`config.mk`:
```
export PLATFORM = sky130hd
export DESIGN_NAME = mode_counter_selector_flat
export DESIGN_NICKNAME = d
export VERILOG_FILES = /design/src/rtl/mode_selector_pkg.sv /design/src/rtl/mode_counter_selector_if.sv /design/src/rtl/mode_step_unit.sv /design/src/rtl/mode_counter_selector.sv /design/src/flat_wrapper.sv
export SDC_FILE = /design/constraint.sdc
export NUM_CORES = 1
export LEC_CHECK = 0
export CORE_MARGIN = 2
export CORE_UTILIZATION = 40
export DETAILED_ROUTE_END_ITERATION = 6
export PLACE_DENSITY_LB_ADDON = 0.2
export SYNTH_ARGS = -nofsm -noshare
export SYNTH_HDL_FRONTEND = slang
export SYNTH_SLANG_ARGS = --single-unit
```
`constraint.sdc`:
```
create_clock -name clk -period 2.95 [get_ports clk]
set_input_delay 0.59 -clock clk [delete_from_list [all_inputs] [get_ports clk]]
set_output_delay 0.59 -clock clk [all_outputs]
set_load 0.05 [all_outputs]
```
`src/rtl/mode_selector_pkg.sv`:
```
// Shared types for the mode-selected counter.
//   mode_e  : requested/active counting mode
//   state_e : control FSM states
//   to_mode : maps a raw mode code onto mode_e, reserved codes become MODE_OFF
package mode_selector_pkg;

    localparam int unsigned MODE_W  = 3;
    localparam int unsigned STATE_W = 2;

    typedef enum logic [MODE_W-1:0] {
        MODE_OFF    = 3'd0,
        MODE_UP     = 3'd1,
        MODE_DOWN   = 3'd2,
        MODE_BOUNCE = 3'd3,
        MODE_CONST  = 3'd4
    } mode_e;

    typedef enum logic [STATE_W-1:0] {
        ST_IDLE   = 2'd0,
        ST_SWITCH = 2'd1,
        ST_RUN    = 2'd2
    } state_e;

    // Reserved codes 5-7 behave exactly like OFF.
    function automatic mode_e to_mode(input logic [MODE_W-1:0] raw);
        case (raw)
            MODE_W'(1): return MODE_UP;
            MODE_W'(2): return MODE_DOWN;
            MODE_W'(3): return MODE_BOUNCE;
            MODE_W'(4): return MODE_CONST;
            default:    return MODE_OFF;
        endcase
    endfunction

endpackage

```
`src/rtl/mode_counter_selector_if.sv`:
```
// Mode request handshake plus data stream of the mode-selected counter.
//   mode/mode_valid/mode_ready : mode change request handshake
//   en                         : count enable
//   max_val/const_val          : endpoint and constant value
//   data/data_valid/wrap       : counter output, valid flag, endpoint pulse
// master = the block driving requests, slave = the counter.
interface mode_counter_selector_if
    import mode_selector_pkg::*;
#(
    parameter int unsigned WIDTH = 8
);
    logic [MODE_W-1:0] mode;
    logic              mode_valid;
    logic              mode_ready;
    logic              en;
    logic [WIDTH-1:0]  max_val;
    logic [WIDTH-1:0]  const_val;
    logic [WIDTH-1:0]  data;
    logic              data_valid;
    logic              wrap;

    modport master (
        output mode, mode_valid, en, max_val, const_val,
        input  mode_ready, data, data_valid, wrap
    );

    modport slave (
        input  mode, mode_valid, en, max_val, const_val,
        output mode_ready, data, data_valid, wrap
    );
endinterface

```
`src/rtl/mode_step_unit.sv`:
```
// Combinational next-count logic for one enabled RUN cycle.
//   i_count, i_dir, i_max_val, i_mode : current count, direction/park flag, endpoint, mode
//   o_next_count_c, o_next_dir_c      : count and flag after the step
//   o_hit_c                           : count leaves (or first parks on) an endpoint
// i_dir is the sweep direction in BOUNCE (1 = down). In UP/DOWN it marks that the
// count is parked on its endpoint, so a saturating counter pulses only once.
module mode_step_unit
    import mode_selector_pkg::*;
#(
    parameter int unsigned WIDTH = 8,
    parameter bit          WRAP  = 1'b1
) (
    input  logic [WIDTH-1:0] i_count,
    input  logic             i_dir,
    input  logic [WIDTH-1:0] i_max_val,
    input  mode_e            i_mode,
    output logic [WIDTH-1:0] o_next_count_c,
    output logic             o_next_dir_c,
    output logic             o_hit_c
);

    always_comb begin
        o_next_count_c = i_count;
        o_next_dir_c   = i_dir;
        o_hit_c        = 1'b0;
        case (i_mode)
            MODE_UP: begin
                if (i_count < i_max_val) begin
                    o_next_count_c = i_count + WIDTH'(1);
                    o_next_dir_c   = 1'b0;
                end else if (WRAP) begin
                    o_next_count_c = '0;
                    o_next_dir_c   = 1'b0;
                    o_hit_c        = 1'b1;
                end else begin
                    o_next_count_c = i_max_val;
                    o_next_dir_c   = 1'b1;
                    o_hit_c        = !i_dir;
                end
            end
            MODE_DOWN: begin
                // A lowered endpoint pulls the count straight down to it.
                if (i_count > i_max_val) begin
                    o_next_count_c = i_max_val;
                    o_next_dir_c   = 1'b0;
                end else if (i_count != '0) begin
                    o_next_count_c = i_count - WIDTH'(1);
                    o_next_dir_c   = 1'b0;
                end else if (WRAP) begin
                    o_next_count_c = i_max_val;
                    o_next_dir_c   = 1'b0;
                    o_hit_c        = 1'b1;
                end else begin
                    o_next_count_c = '0;
                    o_next_dir_c   = 1'b1;
                    o_hit_c        = !i_dir;
                end
            end
            MODE_BOUNCE: begin
                // Turn at the endpoint by stepping past it, so each endpoint shows once.
                if (!i_dir) begin
                    if (i_count >= i_max_val) begin
                        if (i_max_val == '0) begin
                            o_next_count_c = '0;
                        end else begin
                            o_next_count_c = i_max_val - WIDTH'(1);
                            o_next_dir_c   = 1'b1;
                            o_hit_c        = 1'b1;
                        end
                    end else begin
                        o_next_count_c = i_count + WIDTH'(1);
                    end
                end else begin
                    if (i_count == '0) begin
                        if (i_max_val != '0) begin
                            o_next_count_c = WIDTH'(1);
                            o_next_dir_c   = 1'b0;
                            o_hit_c        = 1'b1;
                        end
                    end else begin
                        o_next_count_c = i_count - WIDTH'(1);
                    end
                end
            end
            default: begin
                o_next_count_c = i_count;
            end
        endcase
    end

endmodule

```
`src/rtl/mode_counter_selector.sv`:
```
// Mode-selected data source: one count register run as OFF/UP/DOWN/BOUNCE/CONST.
//   clk  : clock, all logic on posedge
//   xrst : asynchronous active-low reset
//   bus  : slave side of mode_counter_selector_if (request handshake, en,
//          max_val, const_val in; data, data_valid, wrap, mode_ready out)
// A mode change passes through a one-cycle SWITCH state where data holds and
// the new start value is loaded, so the output never shows a partial step.
module mode_counter_selector
    import mode_selector_pkg::*;
#(
    parameter int unsigned WIDTH = 8,
    parameter bit          WRAP  = 1'b1
) (
    input  logic                          clk,
    input  logic                          xrst,
    mode_counter_selector_if.slave        bus
);

    state_e           r_state;
    state_e           w_state_nxt;
    mode_e            r_cur_mode;
    mode_e            w_mode_nxt;
    logic [WIDTH-1:0] r_count;
    logic [WIDTH-1:0] w_count_nxt;
    logic             r_dir;
    logic             w_dir_nxt;
    logic             r_wrap;
    logic             w_wrap_nxt;
    logic             r_data_valid;
    logic             r_mode_ready;
    logic             w_accept;

    logic [WIDTH-1:0] w_step_count;
    logic             w_step_dir;
    logic             w_step_hit;

    mode_step_unit #(
        .WIDTH (WIDTH),
        .WRAP  (WRAP)
    ) u_step (
        .i_count        (r_count),
        .i_dir          (r_dir),
        .i_max_val      (bus.max_val),
        .i_mode         (r_cur_mode),
        .o_next_count_c (w_step_count),
        .o_next_dir_c   (w_step_dir),
        .o_hit_c        (w_step_hit)
    );

    // Next-state and next-register values.
    always_comb begin
        w_state_nxt = r_state;
        w_mode_nxt  = r_cur_mode;
        w_count_nxt = r_count;
        w_dir_nxt   = r_dir;
        w_wrap_nxt  = 1'b0;
        w_accept    = bus.mode_valid && r_mode_ready;

        case (r_state)
            ST_IDLE: begin
                if (w_accept) begin
                    w_state_nxt = ST_SWITCH;
                    w_mode_nxt  = to_mode(bus.mode);
                end
            end
            ST_SWITCH: begin
                w_dir_nxt = 1'b0;
                case (r_cur_mode)
                    MODE_DOWN:  w_count_nxt = bus.max_val;
                    MODE_CONST: w_count_nxt = bus.const_val;
                    default:    w_count_nxt = '0;
                endcase
                w_state_nxt = (r_cur_mode == MODE_OFF) ? ST_IDLE : ST_RUN;
            end
            ST_RUN: begin
                w_wrap_nxt = bus.en && w_step_hit;
                // An accepted request freezes the count; SWITCH then loads the new start.
                if (w_accept) begin
                    w_state_nxt = ST_SWITCH;
                    w_mode_nxt  = to_mode(bus.mode);
                end else if (bus.en) begin
                    w_count_nxt = w_step_count;
                    w_dir_nxt   = w_step_dir;
                end
            end
            default: begin
                w_state_nxt = ST_IDLE;
            end
        endcase
    end

    // State and output registers.
    always_ff @(posedge clk or negedge xrst) begin
        if (!xrst) begin
            r_state      <= ST_IDLE;
            r_cur_mode   <= MODE_OFF;
            r_count      <= '0;
            r_dir        <= 1'b0;
            r_wrap       <= 1'b0;
            r_data_valid <= 1'b0;
            r_mode_ready <= 1'b1;
        end else begin
            r_state      <= w_state_nxt;
            r_cur_mode   <= w_mode_nxt;
            r_count      <= w_count_nxt;
            r_dir        <= w_dir_nxt;
            r_wrap       <= w_wrap_nxt;
            r_data_valid <= (w_state_nxt == ST_RUN);
            r_mode_ready <= (w_state_nxt != ST_SWITCH);
        end
    end

    assign bus.data       = r_count;
    assign bus.data_valid = r_data_valid;
    assign bus.wrap       = r_wrap;
    assign bus.mode_ready = r_mode_ready;

endmodule

```
`src/flat_wrapper.sv`:
```
// flat-port wrapper written by rule: the top's interface ports become plain ports
module mode_counter_selector_flat import mode_selector_pkg::*;
#(
    parameter int unsigned WIDTH = 8,
    parameter bit          WRAP  = 1'b1
)
  (clk, xrst, bus_mode, bus_mode_valid, bus_en, bus_max_val, bus_const_val, bus_mode_ready, bus_data, bus_data_valid, bus_wrap);
  mode_counter_selector_if #(.WIDTH(WIDTH)) bus_i ();
  input  logic clk;
  input  logic xrst;
  input wire logic [$bits(bus_i.mode)-1:0] bus_mode;
  input wire logic [$bits(bus_i.mode_valid)-1:0] bus_mode_valid;
  input wire logic [$bits(bus_i.en)-1:0] bus_en;
  input wire logic [$bits(bus_i.max_val)-1:0] bus_max_val;
  input wire logic [$bits(bus_i.const_val)-1:0] bus_const_val;
  output wire logic [$bits(bus_i.mode_ready)-1:0] bus_mode_ready;
  output wire logic [$bits(bus_i.data)-1:0] bus_data;
  output wire logic [$bits(bus_i.data_valid)-1:0] bus_data_valid;
  output wire logic [$bits(bus_i.wrap)-1:0] bus_wrap;
  assign bus_i.mode = bus_mode;
  assign bus_i.mode_valid = bus_mode_valid;
  assign bus_i.en = bus_en;
  assign bus_i.max_val = bus_max_val;
  assign bus_i.const_val = bus_const_val;
  assign bus_mode_ready = bus_i.mode_ready;
  assign bus_data = bus_i.data;
  assign bus_data_valid = bus_i.data_valid;
  assign bus_wrap = bus_i.wrap;
  mode_counter_selector #(.WIDTH(WIDTH), .WRAP(WRAP)) u_core (.clk(clk), .xrst(xrst), .bus(bus_i));
endmodule
```
==> results.cfg <==
[run_status]
status = complete, no violations

[pwr]
vdd_drop_max_v = 0.000401
p_leak_nw = 1.17
pwr_density_cell_nw_per_um2 = 875
p_sw_mw = 1.33
internal_power_mw = 1.13
sw_frac_of_total = 0.540
p_seq_frac = 0.156
clockPowerShare = 0.079
combPwrFrac = 0.766

[critical_path]
cp.arrival_ns = 3.01
critPathRequiredTime_ns = 3.09
start_kind = primary input
setup.worst_path.class = primary input to register
crit_start = bus_max_val[7]
crit_path_end_kind = register
rr_startpoint = u_core.bus.data[1]
worstPathMaxFanout = 7

[synth]
synthSimpleGateAreaFrac = 0.280
synthAdderAreaFrac = 0.0724
synth-edff-count = 0
synth-main-ff-cell = dfrtp_1
yosys-mux-area-fraction = 0.0398
syn_nets = 312
ys_top_cells_by_area = dfrtp_1 19%, ha_1 7.2%, o21ai_0 5.1%
syn_area_per_cell_um2 = 7.49
seq_area_frac_synth = 0.206
synth.distinct_cells = 57
synth_xor_area_frac = 0.0464
syn_area_um2 = 2070
ys_ff_latch = 17
synth_compound_area_frac = 0.290
yosysTopAreaCellShare = 0.193
ys_async_sr_fraction = 1.00
yosys_warnings = 0
synth_top_family_by_area = compound AO/OA/AOI/OAI gates
synth.largest_area_cell = dfrtp_1
synthCells = 277

[timing]
final-setup-viol-count = 0
worst_pin_slew_ns = 0.840
holdWs_ns = 0.610
finalCriticalPeriod_ns = 2.87
fin_skew_ns = 0.00230
hold_viol = 0
post-route-period-util = 0.973
slew_headroom = 0.438
max_clock_freq_ghz = 0.348
final_max_slew_viol_count = 0

[placed_design]
routabilityCongestion = 1.08
port_buffers = 33
hpwl_mm = 5.85

[route]
drc_errors = 0
routedWlPerCell_um = 18.6
first_pass_iters = 5
vias_per_cell = 5.98
vias = 2464
antenna_left = 0
finalWirelength_mm = 7.66
drtIter0Drc = 264

[final_layout]
area_growth_pct = 35.8
seq_area_um2 = 427
drive_gt1_frac = 0.184
multi_input_area_um2 = 1530
nets = 378
mostFrequentLayoutCell = buf_4
diodes = 0
fill_cells = 497
final_cell_mix = 44 x buf_4, 33 x clkdlybuf4s50_1, 23 x nand2_1
final_core_util = 0.559

[grt]
antenna_found_initial = 0
grt_pass1_vias = 2263
grt_pass1_wl_mm = 12.2
track_usage = 0.269
grt_max_degree = 19
grt_overflow = 0

[floorplanning]
initial_core_util = 0.411
core.rowCount = 26
dieArea_um2 = 5780
die_h_um = 76.0
io_pins = 34
dieWidth_um = 76.0
core_area_um2 = 5040

[run]
maxCapViolations = 0

[hold_path]
min_from = u_core.r_state[0]
holdCritPathClass = register to register

[clock_tree]
clock-sinks = 17
root_buffer = clkbuf_8
cts_tree = built
clk_path_buf_depth = 2
clkTransAtPathRegs_ns = 0.08
h-tree-depth = 1
clkLatencyLatePin_ns = 0.26
cts_buffers = 3
## path summary, 6_finish.rpt
path                                         end  slack [ns]  depth (start not counted)
max                           u_core.bus.data[3]        0.08                          9
min                        u_core.bus.mode_ready        0.61                          1
max reg2reg                   u_core.bus.data[3]        0.32                          8
min reg2reg                u_core.bus.mode_ready        0.61                          1
max in group asynchronous     u_core.bus.data[4]        1.63                          1
min in group asynchronous   u_core.r_cur_mode[2]        0.80                          1
## Yosys cell counts, drive strengths merged (2+ instances only)
| library cell | n |
|---|---|
| a2111oi | 2 |
| a211oi | 4 |
| a21o | 2 |
| a21oi | 8 |
| a22o | 2 |
| a22oi | 8 |
| a311oi | 3 |
| a31o | 2 |
| a31oi | 15 |
| and3 | 2 |
| buf | 6 |
| clkbuf | 11 |
| dfrtp | 16 |
| ha | 12 |
| inv | 13 |
| mux2 | 2 |
| mux2i | 6 |
| nand2 | 23 |
| nand2b | 9 |
| nand3 | 14 |
| nand4 | 4 |
| nor2 | 17 |
| nor2b | 7 |
| nor3 | 15 |
| nor4 | 6 |
| o211ai | 3 |
| o21ai | 22 |
| o31ai | 4 |
| or2 | 3 |
| or3 | 3 |
| or4 | 4 |
| xnor2 | 7 |
| xor2 | 4 |
## power by group through the flow
stage	clock network [mW]	registers, mW	logic (mW)
6_report	0.194	0.384	1.89
5_1_grt	0.211	0.396	2.02
4_1_cts	0.196	0.380	1.82
3_5_place_dp	0	0.385	1.81
3_3_place_gp	0	0.386	1.82
2_1_floorplan	0	0.602	0.890
## critical path, stage by stage
cell and delay [ns]:
clkdlybuf4s50_1 0.48, inv_1 0.05, ha_1 0.31, nand4_1 0.26
nor2_2 0.25, nor2_1 0.17, or3_1 0.45, a311oi_1 0.30
a31oi_1 0.14
## cell families after synthesis
logic type,after synthesis
compound gates,88
flops,17
buf+inv,30
xor+xnor,11
mux,8
simple gates,111
fa+ha+maj,12
## metal layers
metal	GRT usage	up-vias	routed length [µm]
li1	-	1180	-
met1	0.382	1121	3280
met4	0.0818	0	198
met5	0	-	0
met3	0.0723	26	822
met2	0.400	137	3360
## state kept, by name, indices dropped and copies added (netlist names)
| name | cells |
|---|---|
| u_core.r_dir | 1 |
| u_core.r_cur_mode | 3 |
| u_core.r_state | 2 |
| u_core.bus.wrap | 1 |
| u_core.bus.data_valid | 1 |
| u_core.bus.data | 8 |
| u_core.bus.mode_ready | 1 |
## through the flow
stage                     area [µm²]  setup WS (ns)  cells  setup TNS (ns)  total power [mW]
after global placement          2750         -0.134    407          -0.843              2.20
after global routing            2820       -0.00140    412        -0.00140              2.62
after detailed placement        2750         -0.152    407          -0.746              2.20
final                           2820         0.0799    412               0              2.47
after floorplan                 2070          0.256    277               0              1.49
after CTS                       2800          0.115    411               0              2.40
## layout make-up
| class | count | area share |
|---|---|---|
| clock buffers | 3 | 0.0147 |
| multi-input cells | 230 | 0.541 |
| inverters | 13 | 0.0173 |
| flip-flops and latches | 17 | 0.151 |
| repair buffers | 78 | 0.242 |
| well taps | 70 | 0.0311 |
| clock inverters | 1 | 0.00266 |
## what timing repair did
action | in CTS | in global routing
buffers inserted | 0 | 1
hold buffers | 0 | 0
resized for setup | 0 | 3
setup endpoints to repair | 0 | 5
Power figures use the tool's default switching activity.
